--- src/rtl/pc_source_sel_reg.sv ---
//----------------------------------------------------------------------------
// Module : pc_source_sel_reg
// Brief  : NUM_SRC-way next-PC selector fused with the PC register, with a
//          one-deep redirect buffer for stalls. Optional macro PC_ALIGN_CHK_EN
//          enables dropping of misaligned targets and the misalign flag.
// Rev    : 1.0  initial release
//----------------------------------------------------------------------------
`default_nettype none

module pc_source_sel_reg #(
  parameter int              WIDTH    = 32,
  parameter int              NUM_SRC  = 5,
  parameter logic [WIDTH-1:0] RESET_PC = '0,
  localparam int             SEL_W    = (NUM_SRC > 1) ? $clog2(NUM_SRC) : 1
) (
  input  logic                     clk,
  input  logic                     reset_n,
  input  logic [NUM_SRC*WIDTH-1:0] src_bus,
  input  logic [SEL_W-1:0]         sel,
  input  logic                     pc_write,
  input  logic                     pc_write_cond,
  input  logic                     cond,
  input  logic                     stall,
  input  logic                     err_clr,
  output logic [WIDTH-1:0]         pc,
  output logic [WIDTH-1:0]         pc_next,
  output logic                     pending,
  output logic                     sel_err,
  output logic                     misalign
);

  typedef enum logic [0:0] {
    ST_RUN  = 1'b0,
    ST_HOLD = 1'b1
  } state_t;

  state_t           r_state;
  state_t           w_state_nx;
  logic [WIDTH-1:0] r_pc;
  logic [WIDTH-1:0] w_pc_nx;
  logic [WIDTH-1:0] r_pend;
  logic [WIDTH-1:0] w_pend_nx;
  logic             r_sel_err;
  logic [WIDTH-1:0] w_src [NUM_SRC];
  logic [WIDTH-1:0] w_pc_next;
  logic             w_req;
  logic             w_legal;
  logic             w_aligned;
  logic             w_go;

  generate
    for (genvar gi = 0; gi < NUM_SRC; gi++) begin : g_src
      assign w_src[gi] = src_bus[gi*WIDTH +: WIDTH];
    end
  endgenerate

  // Explicit compare loop keeps illegal selects at 0 instead of indexing out of range
  always_comb begin
    w_pc_next = '0;
    for (int i = 0; i < NUM_SRC; i++) begin
      if (32'(sel) == i) w_pc_next = w_src[i];
    end
  end

  assign w_req   = pc_write | (pc_write_cond & cond);
  assign w_legal = (32'(sel) < NUM_SRC);

`ifdef PC_ALIGN_CHK_EN
  logic r_misalign;
  logic w_mis_set;

  assign w_aligned = (w_pc_next[1:0] == 2'b00);
  assign w_mis_set = w_req & w_legal & ~w_aligned;

  always_ff @(posedge clk or negedge reset_n) begin
    if (!reset_n) r_misalign <= 1'b0;
    else          r_misalign <= w_mis_set | (r_misalign & ~err_clr);
  end

  assign misalign = r_misalign;
`else
  assign w_aligned = 1'b1;
  assign misalign  = 1'b0;
`endif

  assign w_go = w_req & w_legal & w_aligned;

  always_comb begin
    w_state_nx = r_state;
    w_pc_nx    = r_pc;
    w_pend_nx  = r_pend;
    case (r_state)
      ST_RUN: begin
        if (w_go) begin
          if (stall) begin
            w_pend_nx  = w_pc_next;
            w_state_nx = ST_HOLD;
          end else begin
            w_pc_nx = w_pc_next;
          end
        end
      end
      ST_HOLD: begin
        if (stall) begin
          if (w_go) w_pend_nx = w_pc_next;
        end else begin
          // a fresh redirect on the release cycle supersedes the buffered one
          w_pc_nx    = w_go ? w_pc_next : r_pend;
          w_state_nx = ST_RUN;
        end
      end
      default: w_state_nx = ST_RUN;
    endcase
  end

  always_ff @(posedge clk or negedge reset_n) begin
    if (!reset_n) begin
      r_state   <= ST_RUN;
      r_pc      <= RESET_PC;
      r_pend    <= '0;
      r_sel_err <= 1'b0;
    end else begin
      r_state   <= w_state_nx;
      r_pc      <= w_pc_nx;
      r_pend    <= w_pend_nx;
      r_sel_err <= (w_req & ~w_legal) | (r_sel_err & ~err_clr);
    end
  end

  assign pc      = r_pc;
  assign pc_next = w_pc_next;
  assign pending = (r_state == ST_HOLD);
  assign sel_err = r_sel_err;

endmodule

`default_nettype wire
--- config.mk ---
export PLATFORM = sky130hd
export DESIGN_NAME = pc_source_sel_reg
export DESIGN_NICKNAME = d
export VERILOG_FILES = /design/src/rtl/pc_source_sel_reg.sv
export SDC_FILE = /design/constraint.sdc
export NUM_CORES = 1
export LEC_CHECK = 0
export CORE_AREA = 3 3 103 105
export DETAILED_ROUTE_END_ITERATION = 7
export DIE_AREA = 0 0 106 108
export GPL_ROUTABILITY_DRIVEN = 0
export MAX_ROUTING_LAYER = met4
export PLACE_DENSITY_LB_ADDON = 0.25
export SLEW_MARGIN = 15
export SYNTH_ARGS = -nofsm -noshare
export SYNTH_HDL_FRONTEND = slang
export SYNTH_SLANG_ARGS = --single-unit
--- constraint.sdc ---
create_clock -name clk -period 4.63 [get_ports clk]
set_input_delay 0.926 -clock clk [delete_from_list [all_inputs] [get_ports clk]]
set_output_delay 0.926 -clock clk [all_outputs]
set_load 0.02 [all_outputs]
# Word level (Yosys, flattened, before mapping)
# Index checks and enable logic that the tools add are counted.
# word_totals
input_bits,170
ram_bits,0
n_memories,0
ff_bits,66
latchBits,0
mem_bits_ro,0
# op_classes
n_reduce_logical,3
magnitude_cmp,1
n_div,0
n_addsub,0
eq_ne,9
bitwise,9
shifts,0
n_mul,0
mux,17
# op_table
cell,count
two-way mux 32 bit,12
case mux 32 bit (2 select lines),2
"inequality test 2 bit, second input constant",5
"equality test 3 x 2 -> 1 bit, second input constant",2
AND reduction 3 bit,2
bitwise AND 1 bit,4
"equality test 3 x 1 -> 1 bit, second input constant",1
"equality test 3 bit, second input constant",1
zero test 3 bit,1
"less-than comparator 3 bit, second input constant",1
NOT 1 bit,3
two-way mux 1 bit,2
bitwise OR 1 bit,2
case mux 1 bit (2 select lines),1

# Longest topological paths before layout
# depth
word_depth,9
mapped_depth,8

# Worst setup path after synthesis
# No wires, ideal clock.
# synth_timing
kind,input -> output
from,input sel[2]
to,output pc_next[18]
setup_slack_ns,1.737
t_arrival_ns,1.967
required_ns,3.704
n_path_buf,2
stages,6
path_cell_list,buf_2 -> nand2b_1 -> clkbuf_1 -> o22ai_1 -> o22ai_1 -> inv_1
# synth_via
elab_chain_len,6
# synth_rtl
element,line_no,text
"start, declared",19,"input logic [SEL_W-1:0] sel,"
zero test 3 bit,61,if (32'(sel) == i) w_pc_next = w_src[i];
two-way mux 32 bit (4 in a row),61,
two-way mux 32 bit *,61,
"end, declared",26,"output logic [WIDTH-1:0] pc_next,"
# Every way passes the cells marked *; elsewhere a longest branch is shown, timed or not.

# Worst setup path after layout
# layout_timing
from,input sel[1]
to,output pc_next[21]
# The elaborated chain is that of the path after synthesis.

==> summary.md <==
| Metric | Value |
|---|---|
| Post-Synthesis Cells | `486` |
| Status | `complete, no violations` |
| Max transition margin | `0.354` |
| Layout cells sized above 1 | `0.0541` |
| Top cell type's share of synthesized area | `0.404` |
| Syn avg cell area | `8.42 sq um` |
| # port buffers | `235` |
| Post-DP HPWL | `11200 microns` |
| LEAKAGE | `2.88 nW` |
| Worst setup EP type | `output pin` |
| Total Wirelength | `15700 microns` |
| Seq/Total Area, Yosys | `0.404` |
| Worst Clk Skew | `0.00672 ns` |
| Area share of fa/ha/maj cells after synthesis | `0` |
| Arrival time at the worst endpoint | `3.20 ns` |
| Area leader, netlist | `dfrtp_1` |
| Hold_ws | `0.483 ns` |
| Drt drc | `0` |
| Die Wd | `106 microns` |
| Final cycle utilization of the critical path | `0.892` |
| Initial antenna violation count | `0` |
| Final min period | `4.13 ns` |
| CTS tree | `done` |
| Total vias in the final route | `4715` |
| Hold_buf cts | `0` |
| Pre-CTS setup slack | `0.512 ns` |
| Row Count | `36` |
| Drt via density | `5.64` |
| Number of global-route vias before repair | `4767` |
| DR WL/cell | `18.8 microns` |
| Power per standard cell area | `310 mW/mm^2` |
| Crit path largest cell delay | `0.64 ns` |
| Gr usage total | `0.282` |
| Clock latency on the worst-skew pair | `0.34 ns` |
| Grt ovf | `0` |
| Power share of the combinational group | `0.362` |
| 1st-pass router iterations | `5` |
| Crit path buffers/inverters | `4` |
| Post-CTS Setup Bufs | `0` |
| Clock share of power | `0.279` |
| # IOs | `237` |
| CP delay by family, top | `buffers and inverters` |
| Xor/xnor cell area share of the yosys netlist | `0` |
| Cell Chain, Critical Path | `clkdlybuf4s50_1 > or2_1 > buf_4 > o22ai_1 > o22ai_1 > inv_1 > clkdlybuf4s50_1` |
| Sequential group share of total power | `0.359` |
| Synth Cell Area | `0.00409 sq mm` |
| MaxCap Viol Count | `0` |
| Count of final hold-check violations | `0` |
| Clock Path Buffers | `2` |
| Clock buffer count from CTS | `9` |
| H-Tree Depth | `3` |
| Post-Synth Simple-Gate Area | `0.152` |
| Synth top area cells | `dfrtp_1 40%, o22ai_1 9.6%, mux2i_1 8.1%, o2111ai_1 6.6%, nand2_1 5.9%` |
| Global-route wire length before repair | `24900 microns` |
| Yosys cell types | `32` |
| Initial core utilization | `0.421` |
| Req. time, crit path | `3.70 ns` |
| Largest family of logic cells by synthesized area | `compound AO/OA/AOI/OAI gates` |
| Antenna viol nets, final | `0` |
| Psw | `665 uW` |
| Worst-Margin Slew | `0.967 ns` |
| # setup viols final | `0` |
| Crit start category | `input pin` |
| Setup CP Type | `input pin to output pin` |
| Final max-slew violation count | `0` |
| Compound-Gate Fraction of Synth Area | `0.275` |
| Post-cts sizing count | `0` |
| Core Region | `0.00973 sq mm` |
| CP max-delay cell | `clkdlybuf4s50_1` |
| Maximum vdd ir drop | `0.000176 V` |
| CP max FO | `33` |
| Die height | `108 microns` |
| First-iteration detailed-routing DRC count | `231` |
| Final WS setup | `0.499 ns` |
| # clock sinks | `66` |
| #FFs+latches synth | `66` |
| Yosys warns | `0` |
| Largest net degree at the start of global routing | `37` |
| Cell-internal power | `1.42 mW` |
| Setup TNS | `0 ns` |
| ANT cells | `0` |
| Final #Nets | `868` |
| Clock transition at the registers of the reported paths | `0.08 ns` |
| Fmax | `242 MHz` |
| Switching share of total power | `0.318` |
| Root buffer cell | `clkbuf_8` |
| Die ar. | `0.0114 sq mm` |
| Post-synthesis mux area share | `0.0835` |
| Syn Nets | `656` |
| Unrepaired setup endpoints after global routing | `false` |
| Layout Area Growth over Synthesis | `64.7%` |
| End-of-flow core utilization | `0.693` |
| HP Class | `flip-flop to flip-flop` |
-- cells in the final DEF, fill, tap and decap left out, drive strengths merged --
cell type	instances
a21o	1
nand2	64
o31ai	1
clkinvlp	1
a211o	1
o211ai	32
nor2	34
nor3	1
mux2i	33
a211oi	1
mux2	1
dfrtp	66
conb	1
o21ai	32
clkinv	3
nor3b	1
o22ai	63
inv	32
buf	17
nand3	2
and2	32
bufinv	3
clkbuf	10
nor2b	1
or2	2
a21oi	3
clkdlybuf4s50	232
o2111ai	31
nand2b	1
a21boi	1
-- sequential cells by signal (all words and copies together) (netlist names) --
name     flops
pc          32
r_pend      32
sel_err      1
pending      1
-- tightest hold or removal path: stages (launching register included) --
cell     delay (ns)
dfrtp_1        0.35
nand2_1        0.05
o21ai_0        0.06
-- synth_stat cells --
| master | count |
|---|---|
| nor2b_1 | 1 |
| o21ai_1 | 14 |
| o2111ai_1 | 31 |
| a211oi_1 | 1 |
| mux2i_1 | 33 |
| a21o_1 | 1 |
| o31ai_1 | 1 |
| a21boi_0 | 1 |
| a211o_1 | 1 |
| buf_6 | 4 |
| or2_1 | 1 |
| conb_1 | 1 |
| o211ai_1 | 32 |
| inv_1 | 32 |
| dfrtp_1 | 66 |
| nand2_1 | 64 |
| nand2b_1 | 1 |
| buf_4 | 1 |
| clkbuf_1 | 33 |
| nor3_1 | 1 |
| and2_1 | 32 |
| nand3_1 | 2 |
| nor2_1 | 34 |
| mux2_2 | 1 |
| clkinv_1 | 1 |
| o21ai_2 | 1 |
| o22ai_1 | 63 |
| o21ai_0 | 17 |
| nor3b_2 | 1 |
| a21oi_1 | 3 |
| buf_2 | 10 |
| or2_2 | 1 |
-- power by group through the flow --
stage          sequential [mW]  clock [mW]  combinational [mW]
6_report                 0.750       0.583               0.757
2_1_floorplan            0.821           0               0.275
3_3_place_gp             0.754           0               0.742
4_1_cts                  0.748       0.589               0.760
3_5_place_dp             0.758           0               0.758
5_1_grt                  0.762       0.618               0.815
-- logic make-up after synthesis --
| logic type | after synthesis |
|---|---|
| flip-flops | 66 |
| other | 1 |
| multiplexers | 34 |
| AND/OR/NAND/NOR | 138 |
| buffers and inverters | 81 |
| AO/OA/AOI/OAI | 166 |
-- routing by layer --
layer,vias to the layer above,wire length [microns],GRT usage
met1,2266,6310,0.343
met5,-,0,-
li1,2188,-,-
met3,22,1140,0.0555
met4,0,206,0.0675
met2,239,8030,0.489
-- worst paths after layout --
kind / startpoint / end / slack [ns] / cells past startpoint
min in group asynchronous: reset_n / pc[0] / 0.62 / 1
max in group asynchronous: reset_n / r_pend[17] / 3.08 / 2
worst max-delay path: sel[1] / pc_next[21] / 0.50 / 7
worst min register to register: r_pend[4] / r_pend[4] / 0.48 / 2
worst min-delay path: r_pend[4] / r_pend[4] / 0.48 / 2
worst max register to register: pending / pc[30] / 2.89 / 6
-- stage by stage --
stage	instances	total power [mW]	cell area, sq um
3_5_place_dp	820	1.52	6500
5_1_grt	836	2.20	6740
4_1_cts	836	2.10	6740
2_1_floorplan	486	1.10	4090
6_report	836	2.09	6740
3_3_place_gp	820	1.50	6500
-- final cells by class --
| cell class | instances | area [sq um] |
|---|---|---|
| clock inverters | 6 | 115 |
| clock buffers | 10 | 128 |
| repair buffers | 249 | 2440 |
| fillers | 780 | 2990 |
| inverters | 33 | 124 |
| multi-input cells | 339 | 2110 |
| flip-flops and latches | 66 | 1650 |
| well taps | 133 | 166 |
No activity file was read; power rests on OpenSTA's default activity.
